===== config.mk =====
export PLATFORM = sky130hd
export DESIGN_NAME = uart_mmio_ctrl_flat
export DESIGN_NICKNAME = d
export VERILOG_FILES = /design/src/rtl/uart_pkg.sv /design/src/rtl/uart_mmio_ctrl_if.sv /design/src/rtl/uart_tx_fifo.sv /design/src/rtl/uart_mmio_ctrl.sv /design/src/flat_wrapper.sv
export SDC_FILE = /design/constraint.sdc
export NUM_CORES = 1
export LEC_CHECK = 0
export BUFFER_PORTS_ARGS = -buffer_cell sky130_fd_sc_hd__buf_2
export CAP_MARGIN = 20
export CORE_MARGIN = 1
export CORE_UTILIZATION = 51
export DETAILED_ROUTE_END_ITERATION = 6
export PLACE_DENSITY = 0.79
export SYNTH_ARGS = -nofsm -noshare
export SYNTH_HDL_FRONTEND = slang
export SYNTH_SLANG_ARGS = --single-unit

===== constraint.sdc =====
create_clock -name clk -period 3 [get_ports clk]
set_input_delay 0.3 -clock clk [delete_from_list [all_inputs] [get_ports clk]]
set_output_delay 0.3 -clock clk [all_outputs]
set_load 0.005 [all_outputs]

===== src/rtl/uart_pkg.sv =====
// Shared UART definitions: register map, status bit positions and TX sequencer states.
package uart_pkg;

   localparam logic [1:0] UART_TX_REG_IN  = 2'b01;
   localparam logic [1:0] UART_RX_REG_OUT = 2'b10;
   localparam logic [1:0] UART_TX_REG_OUT = 2'b11;

   // RX_STAT bit positions; [7:0] carry the received byte
   localparam int RX_PAR_BIT   = 8;
   localparam int RX_PERR_BIT  = 9;
   localparam int RX_VALID_BIT = 10;
   localparam int RX_OVR_BIT   = 11;

   // TX_STAT bit positions; [7:0] carry the byte last handed to the engine
   localparam int TX_BUSY_BIT  = 8;
   localparam int TX_EMPTY_BIT = 9;
   localparam int TX_FULL_BIT  = 10;
   localparam int TX_OVF_BIT   = 11;
   localparam int TX_CNT_LSB   = 12;

   typedef enum logic [1:0] {
      IDLE  = 2'd0,
      START = 2'd1,
      BUSY  = 2'd2,
      GAP   = 2'd3
   } tx_state_t;

   // Occupancy as it appears in the 4-bit TX_STAT count field.
   function automatic logic [3:0] cnt_field(input logic [31:0] c);
      return c[3:0];
   endfunction

endpackage


===== src/rtl/uart_mmio_ctrl_if.sv =====
// CPU data-bus view of the UART register block.
// Handshake: wr_en/rd_en are single-cycle strobes qualified by addr; rdata is combinational from addr.
interface uart_mmio_ctrl_if;
   logic        wr_en;
   logic        rd_en;
   logic [1:0]  addr;
   logic [31:0] wdata;
   logic [31:0] rdata;

   modport master (output wr_en, rd_en, addr, wdata, input rdata);
   modport slave  (input wr_en, rd_en, addr, wdata, output rdata);
endinterface


===== src/rtl/uart_tx_fifo.sv =====
// Synchronous FIFO of 9-bit TX entries ({parity_en, byte}); pointers wrap modulo DEPTH.
module uart_tx_fifo #(
   parameter int DEPTH = 4,
   parameter int CNT_W = $clog2(DEPTH) + 1
) (
   input  logic             clk,
   input  logic             reset,
   input  logic             i_push,
   input  logic [8:0]       i_din,
   input  logic             i_pop,
   output logic [8:0]       o_dout,
   output logic             o_full,
   output logic             o_empty,
   output logic [CNT_W-1:0] o_count
);

   localparam int PTR_W = $clog2(DEPTH);

   logic [8:0]       r_mem [DEPTH];
   logic [PTR_W-1:0] r_wr_ptr;
   logic [PTR_W-1:0] r_rd_ptr;
   logic [CNT_W-1:0] r_count;
   logic             w_do_push;
   logic             w_do_pop;

   // A pop frees a slot in the same cycle, so a push to a full FIFO is accepted then.
   assign w_do_pop  = i_pop & ~o_empty;
   assign w_do_push = i_push & (~o_full | w_do_pop);

   always_ff @(posedge clk or negedge reset) begin
      if (!reset) begin
         r_wr_ptr <= '0;
         r_rd_ptr <= '0;
         r_count  <= '0;
      end else begin
         if (w_do_push) r_wr_ptr <= r_wr_ptr + PTR_W'(1);
         if (w_do_pop)  r_rd_ptr <= r_rd_ptr + PTR_W'(1);
         case ({w_do_push, w_do_pop})
            2'b10:   r_count <= r_count + CNT_W'(1);
            2'b01:   r_count <= r_count - CNT_W'(1);
            default: r_count <= r_count;
         endcase
      end
   end

   always_ff @(posedge clk) begin
      if (w_do_push) r_mem[r_wr_ptr] <= i_din;
   end

   assign o_dout  = r_mem[r_rd_ptr];
   assign o_full  = (r_count == CNT_W'(DEPTH));
   assign o_empty = (r_count == '0);
   assign o_count = r_count;

endmodule


===== src/rtl/uart_mmio_ctrl.sv =====
// UART register block: queues CPU TX bytes to the TX engine via start/done and
// captures RX frames into a read-to-clear status register.
module uart_mmio_ctrl
   import uart_pkg::*;
#(
   parameter int FIFO_DEPTH = 4,
   parameter int CNT_W      = $clog2(FIFO_DEPTH) + 1
) (
   input  logic             clk,
   input  logic             reset,
   uart_mmio_ctrl_if.slave  bus,
   output logic [7:0]       tx_data,
   output logic             tx_parity_en,
   output logic             tx_start,
   input  logic             tx_done,
   input  logic [8:0]       rx_data,
   input  logic             rx_parity_err,
   input  logic             rx_done,
   output logic             irq,
   output tx_state_t        dbg_tx_state
);

   tx_state_t        r_state;
   logic             r_tx_start;
   logic [7:0]       r_tx_data;
   logic             r_tx_par;
   logic [8:0]       r_rx_data;
   logic             r_rx_perr;
   logic             r_rx_valid;
   logic             r_rx_overrun;
   logic             r_tx_overflow;

   logic [8:0]       w_head;
   logic             w_full;
   logic             w_empty;
   logic [CNT_W-1:0] w_count;
   logic             w_tx_wr;
   logic             w_pop;
   logic             w_tx_busy;
   logic             w_ovf_set;
   logic             w_rx_clr;
   logic             w_tx_stat_rd;
   logic [31:0]      w_rdata;
   logic             w_unused;

   assign w_unused     = ^bus.wdata[31:9];
   assign w_tx_wr      = bus.wr_en & (bus.addr == UART_TX_REG_IN);
   assign w_rx_clr     = bus.rd_en & (bus.addr == UART_RX_REG_OUT);
   assign w_tx_stat_rd = bus.rd_en & (bus.addr == UART_TX_REG_OUT);
   assign w_tx_busy    = (r_state != IDLE);
   assign w_pop        = (r_state == IDLE) & ~w_empty;
   assign w_ovf_set    = w_tx_wr & w_full & ~w_pop;

   uart_tx_fifo #(
      .DEPTH (FIFO_DEPTH),
      .CNT_W (CNT_W)
   ) u_tx_fifo (
      .clk     (clk),
      .reset   (reset),
      .i_push  (w_tx_wr),
      .i_din   ({bus.wdata[8], bus.wdata[7:0]}),
      .i_pop   (w_pop),
      .o_dout  (w_head),
      .o_full  (w_full),
      .o_empty (w_empty),
      .o_count (w_count)
   );

   // TX sequencer; tx_start is high exactly while the state is START.
   always_ff @(posedge clk or negedge reset) begin
      if (!reset) begin
         r_state    <= IDLE;
         r_tx_start <= 1'b0;
         r_tx_data  <= '0;
         r_tx_par   <= 1'b0;
      end else begin
         r_tx_start <= 1'b0;
         case (r_state)
            IDLE: begin
               if (!w_empty) begin
                  r_tx_data  <= w_head[7:0];
                  r_tx_par   <= w_head[8];
                  r_tx_start <= 1'b1;
                  r_state    <= START;
               end
            end
            START:   r_state <= BUSY;
            BUSY:    if (tx_done) r_state <= GAP;
            GAP:     r_state <= IDLE;
            default: r_state <= IDLE;
         endcase
      end
   end

   always_ff @(posedge clk or negedge reset) begin
      if (!reset) begin
         r_tx_overflow <= 1'b0;
      end else if (w_ovf_set) begin
         r_tx_overflow <= 1'b1;
      end else if (w_tx_stat_rd) begin
         r_tx_overflow <= 1'b0;
      end
   end

   // A clearing read in the same cycle as rx_done consumes the old byte, so no overrun.
   always_ff @(posedge clk or negedge reset) begin
      if (!reset) begin
         r_rx_data    <= '0;
         r_rx_perr    <= 1'b0;
         r_rx_valid   <= 1'b0;
         r_rx_overrun <= 1'b0;
      end else begin
         if (w_rx_clr) r_rx_overrun <= 1'b0;
         if (rx_done) begin
            r_rx_data  <= rx_data;
            r_rx_perr  <= rx_parity_err;
            r_rx_valid <= 1'b1;
            if (r_rx_valid && !w_rx_clr) r_rx_overrun <= 1'b1;
         end else if (w_rx_clr) begin
            r_rx_valid <= 1'b0;
         end
      end
   end

   always_comb begin
      w_rdata = '0;
      case (bus.addr)
         UART_RX_REG_OUT: begin
            w_rdata[8:0]         = r_rx_data;
            w_rdata[RX_PERR_BIT]  = r_rx_perr;
            w_rdata[RX_VALID_BIT] = r_rx_valid;
            w_rdata[RX_OVR_BIT]   = r_rx_overrun;
         end
         UART_TX_REG_OUT: begin
            w_rdata[7:0]                = r_tx_data;
            w_rdata[TX_BUSY_BIT]         = w_tx_busy;
            w_rdata[TX_EMPTY_BIT]        = w_empty;
            w_rdata[TX_FULL_BIT]         = w_full;
            w_rdata[TX_OVF_BIT]          = r_tx_overflow;
            w_rdata[TX_CNT_LSB +: 4]     = cnt_field(32'(w_count));
         end
         default: w_rdata = '0;
      endcase
   end

   assign bus.rdata    = w_rdata;
   assign tx_data      = r_tx_data;
   assign tx_parity_en = r_tx_par;
   assign tx_start     = r_tx_start;
   assign irq          = r_rx_valid | (w_empty & ~w_tx_busy);
   assign dbg_tx_state = r_state;

endmodule


===== src/flat_wrapper.sv =====
// flat-port wrapper written by rule: the top's interface ports become plain ports
module uart_mmio_ctrl_flat import uart_pkg::*;
#(
   parameter int FIFO_DEPTH = 4,
   parameter int CNT_W      = $clog2(FIFO_DEPTH) + 1
)
  (clk, reset, tx_data, tx_parity_en, tx_start, tx_done, rx_data, rx_parity_err, rx_done, irq, dbg_tx_state, bus_wr_en, bus_rd_en, bus_addr, bus_wdata, bus_rdata);
  uart_mmio_ctrl_if bus_i ();
  input  logic clk;
  input  logic reset;
  output logic [7:0] tx_data;
  output logic tx_parity_en;
  output logic tx_start;
  input  logic tx_done;
  input  logic [8:0] rx_data;
  input  logic rx_parity_err;
  input  logic rx_done;
  output logic irq;
  output tx_state_t dbg_tx_state;
  input wire logic [$bits(bus_i.wr_en)-1:0] bus_wr_en;
  input wire logic [$bits(bus_i.rd_en)-1:0] bus_rd_en;
  input wire logic [$bits(bus_i.addr)-1:0] bus_addr;
  input wire logic [$bits(bus_i.wdata)-1:0] bus_wdata;
  output wire logic [$bits(bus_i.rdata)-1:0] bus_rdata;
  assign bus_i.wr_en = bus_wr_en;
  assign bus_i.rd_en = bus_rd_en;
  assign bus_i.addr = bus_addr;
  assign bus_i.wdata = bus_wdata;
  assign bus_rdata = bus_i.rdata;
  uart_mmio_ctrl #(.FIFO_DEPTH(FIFO_DEPTH), .CNT_W(CNT_W)) u_core (.clk(clk), .reset(reset), .bus(bus_i), .tx_data(tx_data), .tx_parity_en(tx_parity_en), .tx_start(tx_start), .tx_done(tx_done), .rx_data(rx_data), .rx_parity_err(rx_parity_err), .rx_done(rx_done), .irq(irq), .dbg_tx_state(dbg_tx_state));
endmodule

# Word-level counts from Yosys, hierarchy flattened
# Memory sizes are Yosys's and may differ from the RTL's. A register that Yosys moved wholly into a read port is not among the register bits.
# Index checks and enable logic that the tools add are counted.
# op_classes
reduce_logical	11
eq_ne	11
add_sub_neg	4
bitwise	15
mux	17
# ops
op	count
12-bit one-hot mux with 2 select lines	1
1-bit two-way mux	11
2-bit equality test, second input constant	5
1-bit bitwise AND	9
2-bit one-hot mux with 4 select lines	1
2-bit nonzero test	4
2-bit by 1-bit equality test with 1-bit output, second input constant	3
3-bit one-hot mux with 2 select lines	1
2-bit by 1-bit adder with 2-bit output, second input constant	2
2-bit two-way mux	2
2-bit != test, second input constant	2
1-bit inverter	4
2-bit AND reduction	2
3-bit by 1-bit adder with 3-bit output, second input constant	1
3-bit equality test, second input constant	1
3-bit zero test	1
3-bit two-way mux	1
3-bit by 1-bit subtractor with 3-bit output, second input constant	1
1-bit zero test	2
2-bit zero test	1
1-bit bitwise OR	2
1-bit logical AND	1
# totals
regBits	23
ramBits	36
wordCells	69
inputBits	50
memories	1
out_inout_bits	45
# memory_table
name	depth	word_bits	read_ports	rd_ports_with_merged_regs	wr	line	rtl
u_core.u_tx_fifo.r_mem	4	9	1	1	1	uart_tx_fifo.sv:19	logic [8:0] r_mem [DEPTH];

# Longest topological paths before layout
# logic_depth
depth_word	8
mapped_depth	9
ltp_nobuf	9

# By module
# From an unflattened synthesis, not the netlist that was laid out.
# hier_totals
cells_unflattened	216
hier_area_um2	3188.1
# by_module_without_submodules
module	seq_area_each_um2	area_each_um2	cells_each	instances
uart_tx_fifo	1256.2	1820.5	101	1
uart_mmio_ctrl	625.6	1367.6	115	1

# Worst setup path before layout
# OpenSTA, ideal clock, no wires.
# synth_path
path_kind	flip-flop to flip-flop
start	register u_core.r_state[0], in the netlist u_core.dbg_tx_state[0]
end	register u_core.u_tx_fifo.r_count[2], in the netlist u_core.u_tx_fifo.o_count[2]
arrival_time_ns	2.037
path_slack_ns	0.835
stages_incl_launch_ff	10
path_buffers	0
period_less_slack_ns	2.165
required_time_ns	2.872
path_cell_list	dfrtp_1 -> inv_1 -> ha_1 -> o31ai_4 -> nor2_2 -> inv_1 -> fa_1 -> nor4_2 -> a21oi_2 -> xnor2_1
# synth_between
elab_chain_cells	7
word_cells_on_any_way	9
cone_classes	2 x eq/ne; 1 x mux; 4 x bitwise; 2 x reduce/logical
# synth_rtl
item	line	rtl
from (decl)	uart_mmio_ctrl.sv:23	tx_state_t r_state;
from (signal assigned)	uart_mmio_ctrl.sv:72	r_state <= IDLE;
from (signal assigned)	uart_mmio_ctrl.sv:84	r_state <= START;
from (signal assigned)	uart_mmio_ctrl.sv:87	START: r_state <= BUSY;
2-bit zero test (*)	uart_mmio_ctrl.sv:51	assign w_pop = (r_state == IDLE) & ~w_empty;
1-bit bitwise AND (*)	uart_mmio_ctrl.sv:51	
1-bit bitwise AND (*)	uart_tx_fifo.sv:27	assign w_do_pop = i_pop & ~o_empty;
1-bit bitwise OR	uart_tx_fifo.sv:28	assign w_do_push = i_push & (~o_full | w_do_pop);
1-bit bitwise AND	uart_tx_fifo.sv:28	
2-bit by 1-bit equality test with 1-bit output or 2-bit equality test (tied branches)	uart_tx_fifo.sv:38	case ({w_do_push, w_do_pop})
3-bit one-hot mux with 2 select lines or 2-bit nonzero test (tied branches)	-	
to (signal assigned)	uart_tx_fifo.sv:39	2'b10: r_count <= r_count + CNT_W'(1);
to (signal assigned)	uart_tx_fifo.sv:40	2'b01: r_count <= r_count - CNT_W'(1);
to (signal assigned)	uart_tx_fifo.sv:41	default: r_count <= r_count;
to (decl)	uart_tx_fifo.sv:22	logic [CNT_W-1:0] r_count;
# Mark *: on every way between the ends. The rest lies on a longest branch, timed or not.
# A chain may end at the register's enable or synchronous reset.

# Final worst setup path
# Same ends and word-level chain as after synthesis.

==> impl_metrics.py <==
metrics = {
    "pwr": {
        "ir_drop_mv": 0.369,
        "p_leak_nw": 1.58,
        "p_per_area_nw_per_um2": 841,
        "power_mw": 3.02,
    },
    "routing": {
        "drt.antenna.violating_nets": 0,
        "drtIter0Drc": 85,
        "wl_per_cell_um": 14.6,
        "via_per_inst": 4.91,
        "dr_total_vias": 1754,
        "dr.pass1.iters": 4,
        "wl_met2_um": 2560,
        "drcViolationCount": 0,
        "wl_met1_um": 2330,
        "wl_met3_um": 240,
        "topRoutingLayerUsed": "met4",
        "routed_wl_um": 5220,
    },
    "clock_tree": {
        "cts_setup_buffers": 0,
        "cts_resized": 0,
        "insertion_delay_ns": 0.35,
        "htreeDepth": 3,
        "cts_tree": "yes",
        "cts_hold_buf": 0,
        "cts.path.max_buffers": 2,
        "clock-sinks": 68,
        "clk_pin_slew_ns": 0.07,
        "root_buffer": "clkbuf_8",
        "cts_buffers": 9,
    },
    "cells_and_area": {
        "nFillCells": 477,
        "fin_area_um2": 3590,
        "fin_util": 0.607,
        "nets": 335,
        "diodes": 0,
        "syn_to_final_growth_pct": 14.8,
        "drive_gt1_frac": 0.351,
    },
    "synth": {
        "synth_ff_type": "edfxtp_1",
        "syn_area_per_cell_um2": 14.1,
        "synthCells": 222,
        "post_synth_xor_area_fraction": 0.0140,
        "synth_top_family_by_area": "multiplexers",
        "synth_adder_area_share": 0.0344,
        "synth_commonest_cells": "36 x edfxtp_1, 32 x dfrtp_1, 30 x nand2_1, 17 x buf_4",
        "synth.most_common_cell": "edfxtp_1",
        "yosysTopAreaCell": "edfxtp_1",
        "netlist_area_um2": 3130,
        "synth.mux.area_fraction": 0.139,
        "ys_warn_count": 0,
        "synth_area_leaders": "edfxtp_1 35%, dfrtp_1 26%, mux4_2 6.5%",
        "synth_top_area_frac": 0.345,
        "ys_seq_area_frac": 0.601,
        "synth-compound-area-share": 0.0344,
        "synth-seq-cells": 68,
        "yosys.cell_types.count": 36,
        "synth_edf_count": 36,
        "yosys.area_share.simple": 0.110,
        "async_reset_ff_frac": 0.471,
    },
    "timing": {
        "min_period_ns": 2.47,
        "fmax_ghz": 0.404,
        "setup_viol": 0,
        "tns_ns": 0,
        "hold_viol": 10,
        "fin_crit_sh": 0.825,
        "slew_headroom": 0.478,
        "slew_violations": 0,
        "worst_slew_pin_slew_ns": 0.784,
        "rsz0062_at_grt": "no",
        "hold_slack_ns": -0.00737,
        "finClkSkew_ns": 0.00929,
    },
    "setup_path": {
        "startpoint_type": "register",
        "cp.arrival_ns": 2.71,
        "critPathKind": "register to register",
        "reg2reg_from": "u_core.dbg_tx_state[0]",
        "crit_fanout": 13,
        "cp-end-kind": "register",
        "reg2reg_depth": 9,
        "regToRegSetupSlack_ns": 0.53,
        "worstReg2RegEnd": "u_core.u_tx_fifo.o_count[2]",
        "required_ns": 3.23,
    },
    "grt": {
        "overflow": 0,
        "grt_max_degree": 33,
        "antenna_found_initial": 0,
        "grt_pass1_wl_um": 8140,
        "grt_pass1_vias": 1680,
        "grt.total_usage": 0.182,
    },
    "floorplan": {
        "num_rows": 28,
        "die_height_um": 80.3,
        "start_util": 0.529,
        "die_w_um": 80.3,
        "die_area_um2": 6450,
        "core_area_um2": 5920,
        "ios": 95,
    },
    "placement": {
        "hpwl_um": 3600,
        "port-buffer-count": 54,
        "postPlaceCellArea_um2": 3390,
        "routabilityCongestion": 0.700,
    },
    "outcome": {
        "status": "finished, violations left",
        "violations": "negative hold slack",
    },
    "min_path": {
        "min_path_type": "input port to async pin",
    },
    "flow_run": {
        "maxCapViolations": 0,
    },
}
-- flip-flops by register name (all words and copies together) (netlist names) --
| signal | count |
|---|---|
| u_core.tx_data | 8 |
| u_core.dbg_tx_state | 2 |
| u_core.u_tx_fifo.r_mem | 36 |
| u_core.tx_start | 1 |
| u_core.tx_parity_en | 1 |
| u_core.r_rx_overrun | 1 |
| u_core.u_tx_fifo.o_count | 3 |
| u_core.r_rx_data | 9 |
| u_core.u_tx_fifo.r_wr_ptr | 2 |
| u_core.r_rx_valid | 1 |
| u_core.u_tx_fifo.r_rd_ptr | 2 |
| u_core.r_tx_overflow | 1 |
| u_core.r_rx_perr | 1 |
-- critical path: stages, from the launching register on --
cell	delay [ns]
dfrtp_1	0.40
inv_1	0.11
ha_1	0.32
o31ai_4	0.25
nor2_2	0.27
inv_1	0.09
fa_1	0.42
nor4_2	0.31
a21oi_2	0.06
xnor2_1	0.12
-- layer usage --
metal  vias up  GRT usage
met3         9     0.0625
met2        53      0.282
met1       835      0.230
li1        857          -
met4         0     0.0839
met5         -          0
-- power by group --
group | internal, mW | leakage (nW) | switching, mW | total [mW]
registers | 1.17 | 0.705 | 0.208 | 1.37
logic | 0.446 | 0.771 | 0.423 | 0.869
clock network | 0.396 | 0.101 | 0.380 | 0.776
-- cell families after synthesis --
| group | after synthesis |
|---|---|
| flip-flops | 68 |
| AND/OR/NAND/NOR | 62 |
| buffers and inverters | 36 |
| multiplexers | 31 |
| AO/OA/AOI/OAI | 11 |
| adder cells (fa/ha/maj) | 8 |
| XOR/XNOR | 5 |
| other | 1 |
-- area by class of cell --
type	count	area [um2]	share of cell area
timing repair buffer	54	270	0.0753
inverter	10	37.5	0.0105
clock buffer	9	124	0.0345
sequential	68	1880	0.524
tap	75	93.8	0.0261
multi-input combinational	134	1100	0.307
clock inverter	7	81.3	0.0226
-- stage by stage --
stage | setup slack (ns) | instances
after floorplan | 0.835 | 238
after global placement | 0.616 | 341
after detailed placement | 0.539 | 341
after CTS | 0.531 | 357
after global routing | 0.413 | 357
final | 0.526 | 357
-- worst max-delay path by stage --
stage | end | startpoint | cells past startpoint
6_report | u_core.u_tx_fifo.o_count[2] | u_core.dbg_tx_state[0] | 9
5_1_grt | u_core.u_tx_fifo.o_count[2] | u_core.dbg_tx_state[0] | 9
4_1_cts | u_core.u_tx_fifo.o_count[2] | u_core.dbg_tx_state[0] | 9
3_5_place_dp | u_core.u_tx_fifo.o_count[2] | u_core.dbg_tx_state[0] | 9
3_3_place_gp | u_core.u_tx_fifo.o_count[2] | u_core.dbg_tx_state[0] | 9
2_1_floorplan | u_core.u_tx_fifo.o_count[2] | u_core.dbg_tx_state[0] | 9
-- layout by cell type, fill, tap and decap left out, types with 2 or more instances in the layout --
cell type / n
buf_2: 54
edfxtp_1: 36
dfrtp_1: 32
nand2_1: 30
conb_1: 17
mux2i_1: 12
nor2b_1: 12
mux2_2: 10
inv_1: 9
mux4_2: 9
clkbuf_8: 9
and2_1: 7
ha_1: 7
xnor2_1: 5
inv_6: 4
and3_1: 3
nand3b_1: 2
a21o_1: 2
o21ai_0: 2
a21oi_2: 2
No activity file was read; power rests on OpenSTA's default activity.
